===== config.mk =====
export PLATFORM = sky130hd
export DESIGN_NAME = button_event_gen
export DESIGN_NICKNAME = d
export VERILOG_FILES = /design/src/rtl/button_event_gen_pkg.sv /design/src/rtl/button_event_gen_hold_timer.sv /design/src/rtl/button_event_gen.sv
export SDC_FILE = /design/constraint.sdc
export NUM_CORES = 1
export LEC_CHECK = 0
export ABC_AREA = 1
export BUFFER_PORTS_ARGS = -buffer_cell sky130_fd_sc_hd__buf_2
export CORE_UTILIZATION = 45
export DETAILED_ROUTE_END_ITERATION = 8
export GPL_TIMING_DRIVEN = 0
export HOLD_SLACK_MARGIN = 0.03
export SLEW_MARGIN = 20
export SYNTH_ARGS = -nofsm -noshare
export SYNTH_HDL_FRONTEND = slang
export SYNTH_HIERARCHICAL = 1
export SYNTH_SLANG_ARGS = --single-unit

===== constraint.sdc =====
create_clock -name clk -period 2.8 [get_ports clk]
set_clock_uncertainty 0.15 [all_clocks]
set_input_delay 0.28 -clock clk [delete_from_list [all_inputs] [get_ports clk]]
set_output_delay 0.28 -clock clk [all_outputs]
set_load 0.02 [all_outputs]

===== src/rtl/button_event_gen_pkg.sv =====
// Shared definitions for button_event_gen and anything that decodes its state.
// State encoding is fixed so downstream FSMs and benches agree on held/state.
`timescale 1ns/1ps
package button_event_gen_pkg;

  localparam logic [1:0] ST_IDLE    = 2'd0;
  localparam logic [1:0] ST_PRESSED = 2'd1;
  localparam logic [1:0] ST_LONG    = 2'd2;

  typedef enum logic [1:0] {
    S_IDLE    = ST_IDLE,
    S_PRESSED = ST_PRESSED,
    S_LONG    = ST_LONG
  } state_e;

endpackage


===== src/rtl/button_event_gen_hold_timer.sv =====
// Hold timer: CNT_W-bit up-counter with synchronous clear and enable.
// tc is high while the count equals the selected limit
// (LONG_CYCLES-1 when sel_repeat=0, REPEAT_CYCLES-1 when sel_repeat=1).
// Ports:
//   clk, rst     clock, asynchronous active-high reset
//   clr          clear count to 0 (wins over en)
//   en           increment count
//   sel_repeat   limit select
//   tc           terminal-count compare
`timescale 1ns/1ps
module button_event_gen_hold_timer #(
  parameter int CNT_W         = 8,
  parameter int LONG_CYCLES   = 100,
  parameter int REPEAT_CYCLES = 20
) (
  input  logic clk,
  input  logic rst,
  input  logic clr,
  input  logic en,
  input  logic sel_repeat,
  output logic tc
);

  localparam logic [CNT_W-1:0] LONG_LIM = CNT_W'(LONG_CYCLES - 1);
  localparam logic [CNT_W-1:0] REP_LIM  = CNT_W'(REPEAT_CYCLES - 1);

  logic [CNT_W-1:0] cnt_q, cnt_d;

  always_comb begin
    cnt_d = cnt_q;
    if (clr) begin
      cnt_d = '0;
    end else if (en) begin
      cnt_d = cnt_q + CNT_W'(1);
    end
  end

  always_ff @(posedge clk or posedge rst) begin
    if (rst) begin
      cnt_q <= '0;
    end else begin
      cnt_q <= cnt_d;
    end
  end

  assign tc = (cnt_q == (sel_repeat ? REP_LIM : LONG_LIM));

endmodule


===== src/rtl/button_event_gen.sv =====
// Turns a debounced button level into one-cycle key events
// (press, release, long-press, auto-repeat) plus a held level.
// Ports:
//   clk            clock, all state on rising edge
//   rst            asynchronous active-high reset
//   btn_level      debounced level, 1 = pressed
//   press_pulse    one cycle on a new press
//   release_pulse  one cycle on release
//   long_press     one cycle when hold reaches LONG_CYCLES
//   repeat_pulse   one cycle every REPEAT_CYCLES after long_press
//   held           1 while not idle
`timescale 1ns/1ps
module button_event_gen
  import button_event_gen_pkg::*;
#(
  parameter int LONG_CYCLES   = 100,
  parameter int REPEAT_CYCLES = 20,
  parameter int CNT_W         = 8
) (
  input  logic clk,
  input  logic rst,
  input  logic btn_level,
  output logic press_pulse,
  output logic release_pulse,
  output logic long_press,
  output logic repeat_pulse,
  output logic held
);

  if (LONG_CYCLES < 2 || REPEAT_CYCLES < 1 ||
      LONG_CYCLES > (2 ** CNT_W) || REPEAT_CYCLES > (2 ** CNT_W)) begin : g_bad_params
    $error("button_event_gen: LONG_CYCLES/REPEAT_CYCLES out of range for CNT_W");
  end

  state_e state_q, state_d;
  logic   btn_q;
  logic   press_q, press_d;
  logic   release_q, release_d;
  logic   long_q, long_d;
  logic   repeat_q, repeat_d;
  logic   held_q, held_d;
  logic   rise;
  logic   tmr_clr, tmr_en, tmr_tc;

  // btn_q resets to 1 so a button held through reset is not seen as a new press.
  assign rise = btn_level & ~btn_q;

  button_event_gen_hold_timer #(
    .CNT_W        (CNT_W),
    .LONG_CYCLES  (LONG_CYCLES),
    .REPEAT_CYCLES(REPEAT_CYCLES)
  ) u_hold_timer (
    .clk       (clk),
    .rst       (rst),
    .clr       (tmr_clr),
    .en        (tmr_en),
    .sel_repeat(state_q == S_LONG),
    .tc        (tmr_tc)
  );

  // Release is tested first so it wins over a coincident long/repeat threshold.
  always_comb begin
    state_d   = state_q;
    tmr_clr   = 1'b0;
    tmr_en    = 1'b0;
    press_d   = 1'b0;
    release_d = 1'b0;
    long_d    = 1'b0;
    repeat_d  = 1'b0;
    case (state_q)
      S_IDLE: begin
        tmr_clr = 1'b1;
        if (rise) begin
          state_d = S_PRESSED;
          press_d = 1'b1;
        end
      end
      S_PRESSED: begin
        if (!btn_level) begin
          state_d   = S_IDLE;
          release_d = 1'b1;
          tmr_clr   = 1'b1;
        end else if (tmr_tc) begin
          state_d = S_LONG;
          long_d  = 1'b1;
          tmr_clr = 1'b1;
        end else begin
          tmr_en = 1'b1;
        end
      end
      S_LONG: begin
        if (!btn_level) begin
          state_d   = S_IDLE;
          release_d = 1'b1;
          tmr_clr   = 1'b1;
        end else if (tmr_tc) begin
          repeat_d = 1'b1;
          tmr_clr  = 1'b1;
        end else begin
          tmr_en = 1'b1;
        end
      end
      default: begin
        state_d = S_IDLE;
        tmr_clr = 1'b1;
      end
    endcase
    held_d = (state_d != S_IDLE);
  end

  always_ff @(posedge clk or posedge rst) begin
    if (rst) begin
      state_q   <= S_IDLE;
      btn_q     <= 1'b1;
      press_q   <= 1'b0;
      release_q <= 1'b0;
      long_q    <= 1'b0;
      repeat_q  <= 1'b0;
      held_q    <= 1'b0;
    end else begin
      state_q   <= state_d;
      btn_q     <= btn_level;
      press_q   <= press_d;
      release_q <= release_d;
      long_q    <= long_d;
      repeat_q  <= repeat_d;
      held_q    <= held_d;
    end
  end

  assign press_pulse   = press_q;
  assign release_pulse = release_q;
  assign long_press    = long_q;
  assign repeat_pulse  = repeat_q;
  assign held          = held_q;

endmodule

# == Word-level counts from Yosys, hierarchy flattened ==
# Cells that the tools add are included.
# Widths: inputs -> output; s select.
# totals
regBits,16
inputBits,3
# op_classes
add_sub_neg,1
n_eq_ne,3
n_mux,21
n_bitwise,2
reduce_logical,4
# op_table
cell,n
$mux 8,2
$mux 1,13
$add 8x1->8 const B,1
$eq 8x8->1,1
$mux 2,4
$mux 7,1
$pmux 2 s3,1
$reduce_bool 2->1,2
$eq 2x1->1 const B,1
$eq 2x2->1 const B,1
$logic_not 2->1,1
$reduce_or 2->1,1
$and 1x1->1,1
$not 1->1,1

# == Logic depth before layout (Yosys ltp) ==
# logic_depth
word_depth,8
ltp_mapped,14

# == By module ==
# The synthesis kept the hierarchy.
# modules_own_cells
mod,instances,cells_each,area_each_um2
button_event_gen_hold_timer,1,64,466.7
button_event_gen,1,43,420.4

# == Worst setup path before layout ==
# Ideal clock, no wire load.
# synth_path
kind,register to register
startpoint,reg state_q[0]
endpoint,reg u_hold_timer.cnt_q[3]
arrival_time_ps,1746
slack_ps,771
path_stages_with_launch,13
path_buffers,0
period_less_slack_ps,2029
path_cell_list,dfrtp_1 inv_1 ha_1 o21ai_0 o21ai_0 nor2_1 inv_1 nand3_1 inv_1 nor2_4 inv_1 a21oi_1 nor3_1
# synth_via
elab_chain_cells,7
word_cells_on_any_way,13
# synth_lines
element,line_no,source
start: declaration,button_event_gen.sv:35,"state_e state_q, state_d;"
start signal: assignment,button_event_gen.sv:121,state_q <= state_d;
$eq 2x2->1 (*),button_event_gen.sv:57,".sel_repeat(state_q == S_LONG),"
$mux 7 (*),button_event_gen_hold_timer.sv:46,assign tc = (cnt_q == (sel_repeat ? REP_LIM : LONG_LIM));
$eq 8x8->1 (*),button_event_gen_hold_timer.sv:46,
named net tmr_tc,button_event_gen.sv:43,"logic tmr_clr, tmr_en, tmr_tc;"
$mux 1 (*),"button_event_gen.sv:83, button_event_gen.sv:96",
$mux 1 (*),button_event_gen.sv:79,if (!btn_level) begin
$mux 1 (*),n/a,
named net tmr_clr,button_event_gen.sv:43,
$mux 8 or $reduce_bool 2->1 (tied branches),n/a,
end signal: assignment,button_event_gen_hold_timer.sv:42,cnt_q <= cnt_d;
end: declaration,button_event_gen_hold_timer.sv:27,"logic [CNT_W-1:0] cnt_q, cnt_d;"
# Mark *: on every way through the listed nets, which the timed path passes. The rest lies on a longest branch.
# A chain may end at the register's enable or synchronous reset.

# == Final worst setup path ==
# layout_path
startpoint,reg u_hold_timer.cnt_q[0]
endpoint,reg u_hold_timer.cnt_q[3]
# layout_via
elab_chain_cells,5
word_cells_on_any_way,11
# layout_lines
element,line_no
$eq 8x8->1 (*),button_event_gen_hold_timer.sv:46
named net tmr_tc,button_event_gen.sv:43
$mux 1 (*),"button_event_gen.sv:83, button_event_gen.sv:96"
$mux 1 (*),button_event_gen.sv:79
$mux 1 (*),n/a
named net tmr_clr,button_event_gen.sv:43
$mux 8 or $reduce_bool 2->1 (tied branches),n/a
# Mark *: on every way through the listed nets, which the timed path passes. The rest lies on a longest branch. The select of a mux whose other input is x is not followed.

==> summary.txt <==
Status
  – Status: complete, no violations

Final layout
  – Net count, final: 130
  – Final cell count without fillers: 145
  – Final Core Density: 56.6%
  – # diodes: 0
  – Area growth from synthesis to layout: 13.8%
  – Proportion of layout cells with a drive suffix above 1: 17.5%

Route
  – Vias per std cell: 4.81
  – Final wirelength: 1430 um
  – Drt first pass iters: 4
  – DR iter-0 viols: 16
  – # DRC: 0
  – DR vias: 697
  – WL per Instance: 9.84 um
  – Final ANT Viol Nets: 0

GRT
  – GRT Total Usage: 15.9%
  – Vias in the first global route: 559
  – Largest net degree at the start of global routing: 10
  – First-pass GRT wire length: 2350 um
  – Antenna violations before repair: 0
  – Global route overflow: 0

Clocking
  – Root Buffer: clkbuf_4
  – Post-CTS setup buffers: 0
  – H-tree levels: 1
  – CTS tree: yes
  – Clock-pin slew on the worst setup and hold paths: 0.09 ns
  – Number of clock sinks: 16
  – CTS Buf Count: 3
  – Worst-Skew Late Latency: 0.28 ns
  – PostCTS Resize Cnt: 0
  – CTS Buffer Depth: 2

Critical path
  – CP Capture Type: flop
  – Worst reg2reg path depth: 12
  – R2R Path Start: u_hold_timer/cnt_q[0]
  – Worst EP arrival: 2.35 ns
  – Flop-to-flop setup slack: 0.47 ns
  – CP max FO: 6
  – Crit path from: u_hold_timer/cnt_q[0]
  – RR Endpoint: u_hold_timer/cnt_q[3]
  – Req. time, crit path: 2.81 ns
  – Crit path to: u_hold_timer/cnt_q[3]
  – CP Launch Type: flop
  – Crit Path Category: flop to flop

Timing
  – Final hold vios: 0
  – Final setup margin: 0.465 ns
  – # setup viols final: 0
  – Max Clk Rate: 0.428 GHz
  – Hold WS: 0.330 ns
  – Final worst path period need: 2.33 ns
  – Max transition margin: 78.5%
  – Worst slew pin tran: 0.322 ns
  – Setup TNS: 0 ns
  – RSZ-0062 raised after global routing: false
  – Tcrit/Tclk final: 83.4%
  – Max Slew Vio Count: 0

Logic synthesis
  – Synthesized net count: 116
  – Post-synth ARST share: 100%
  – Post-synth EDFFs: 0
  – Most frequent cell after synthesis: inv_1
  – Synth Register Bits: 16
  – Seq/Total Area, Yosys: 45.3%
  – Most frequent cells after synthesis: 23 x inv_1, 18 x nand2_1, 15 x dfrtp_1, 11 x nand3_1, 9 x nor2_1
  – Yosys top cell area share: 42.3%
  – Warning count from the yosys run: 6
  – Most used flip-flop cell after synthesis: dfrtp_1
  – Cell variety after synth: 19
  – Syn avg cell area: 8.29 um^2
  – Synthesized instance count: 107
  – Area contributors post-synth: dfrtp_1 42%, inv_1 9.7%, ha_1 8.5%
  – Largest area contributor in the netlist: dfrtp_1
  – Synth Cell Area: 887 um^2

Placement
  – Post-place setup slack: 0.463 ns
  – Post-DP HPWL: 1110 um
  – IO buf count: 7
  – GPL Wtd Cong: 0.817
  – Inst Count DP: 139

Floorplanning
  – Initial Util: 49.8%
  – Core area: 0.00178 mm^2
  – Die Wd: 46.4 um
  – Cell Rows: 15
  – Chip height: 46.4 um
  – Die footprint: 0.00215 mm^2
  – Io pins: 8

Hold path
  – Worst Hold Class: primary input to async pin

Power
  – Leak Pwr: 0.528 nW
  – Cell area power density: 563 mW/mm^2
  – Worst VDD drop: 0.000442 V

Flow run
  – MaxCap Viol Count: 0
critical path, stage by stage (launching register included):
cell	delay (ns)
dfrtp_1	0.41
ha_1	0.21
nand2_1	0.06
nor3_1	0.13
o21ai_0	0.10
nor2_1	0.12
inv_1	0.10
nand3_1	0.23
inv_1	0.16
nor2_4	0.21
inv_1	0.10
a21oi_1	0.16
nor3_1	0.06
worst min path at each step:
stage,start,end,slack [ns]
after floorplan,rst,held,-0.06
after global placement,rst,release_pulse,0.09
after detailed placement,rst,release_pulse,0.1
after CTS,rst,release_pulse,0.32
after global routing,rst,release_pulse,0.36
final,rst,state_q[1],0.33
logic make-up after synthesis:
kind of cell    count (synthesis)  share of synthesized area [%]
fa+ha+maj                       6                           8.46
xor+xnor                        1                          0.987
flops                          16                           45.3
simple gates                   51                           28.8
compound gates                  9                           5.50
buf+inv                        24                           11.0
flip-flops by register name, indices dropped and copies added (netlist names):
signal              flops
long_press              1
btn_q                   1
state_q                 2
release_pulse           1
repeat_pulse            1
press_pulse             1
u_hold_timer/cnt_q      8
held                    1
layer usage:
metal | GRT usage, % | wire length [um]
met5 | 0 | 0
met1 | 24.4 | 743
met2 | 20.0 | 594
met4 | 5.29 | 14
met3 | 5.88 | 74
repair_timing:
action,CTS,global route
hold buffers,2,0
endpoints found under the hold margin,16,0
endpoints found under the setup margin,0,0
through the flow:
stage / total power, mW / area [um^2]
floorplan: 0.386 / 887
CTS: 0.577 / 1010
finish: 0.568 / 1010
detailed placement: 0.422 / 953
global placement: 0.420 / 953
global route: 0.613 / 1010
placed cells by master, fill, tap and decap left out:
master / n
nor2_2: 1
buf_6: 1
a21oi_1: 5
inv_1: 23
and3_2: 1
nand3_2: 2
o21ai_0: 3
nand2_4: 1
nor2_4: 2
o21ai_2: 1
dfrtp_1: 15
dfstp_2: 1
nand4_1: 1
dlygate4sd3_1: 2
buf_2: 7
nor2_1: 9
xnor2_1: 1
nand2_1: 18
nor3_1: 5
nand3_1: 11
clkbuf_4: 3
ha_1: 6
clkbuf_8: 1
where the power goes:
group | switching (mW) | total [mW] | leakage [nW] | internal [mW]
clock network | 0.0687 | 0.148 | 0.0210 | 0.0791
logic | 0.105 | 0.157 | 0.291 | 0.0520
registers | 0.0108 | 0.263 | 0.216 | 0.252
total | 0.185 | 0.568 | 0.528 | 0.383
area by class of cell:
type	instances	area, um^2
fill	172	773
multi-input combinational	67	388
clock buffer	4	36.3
timing repair buffer	9	55.1
inverter	23	86.3
buffer	1	11.3
tap	25	31.3
sequential	16	402
Power figures use the tool's default switching activity.
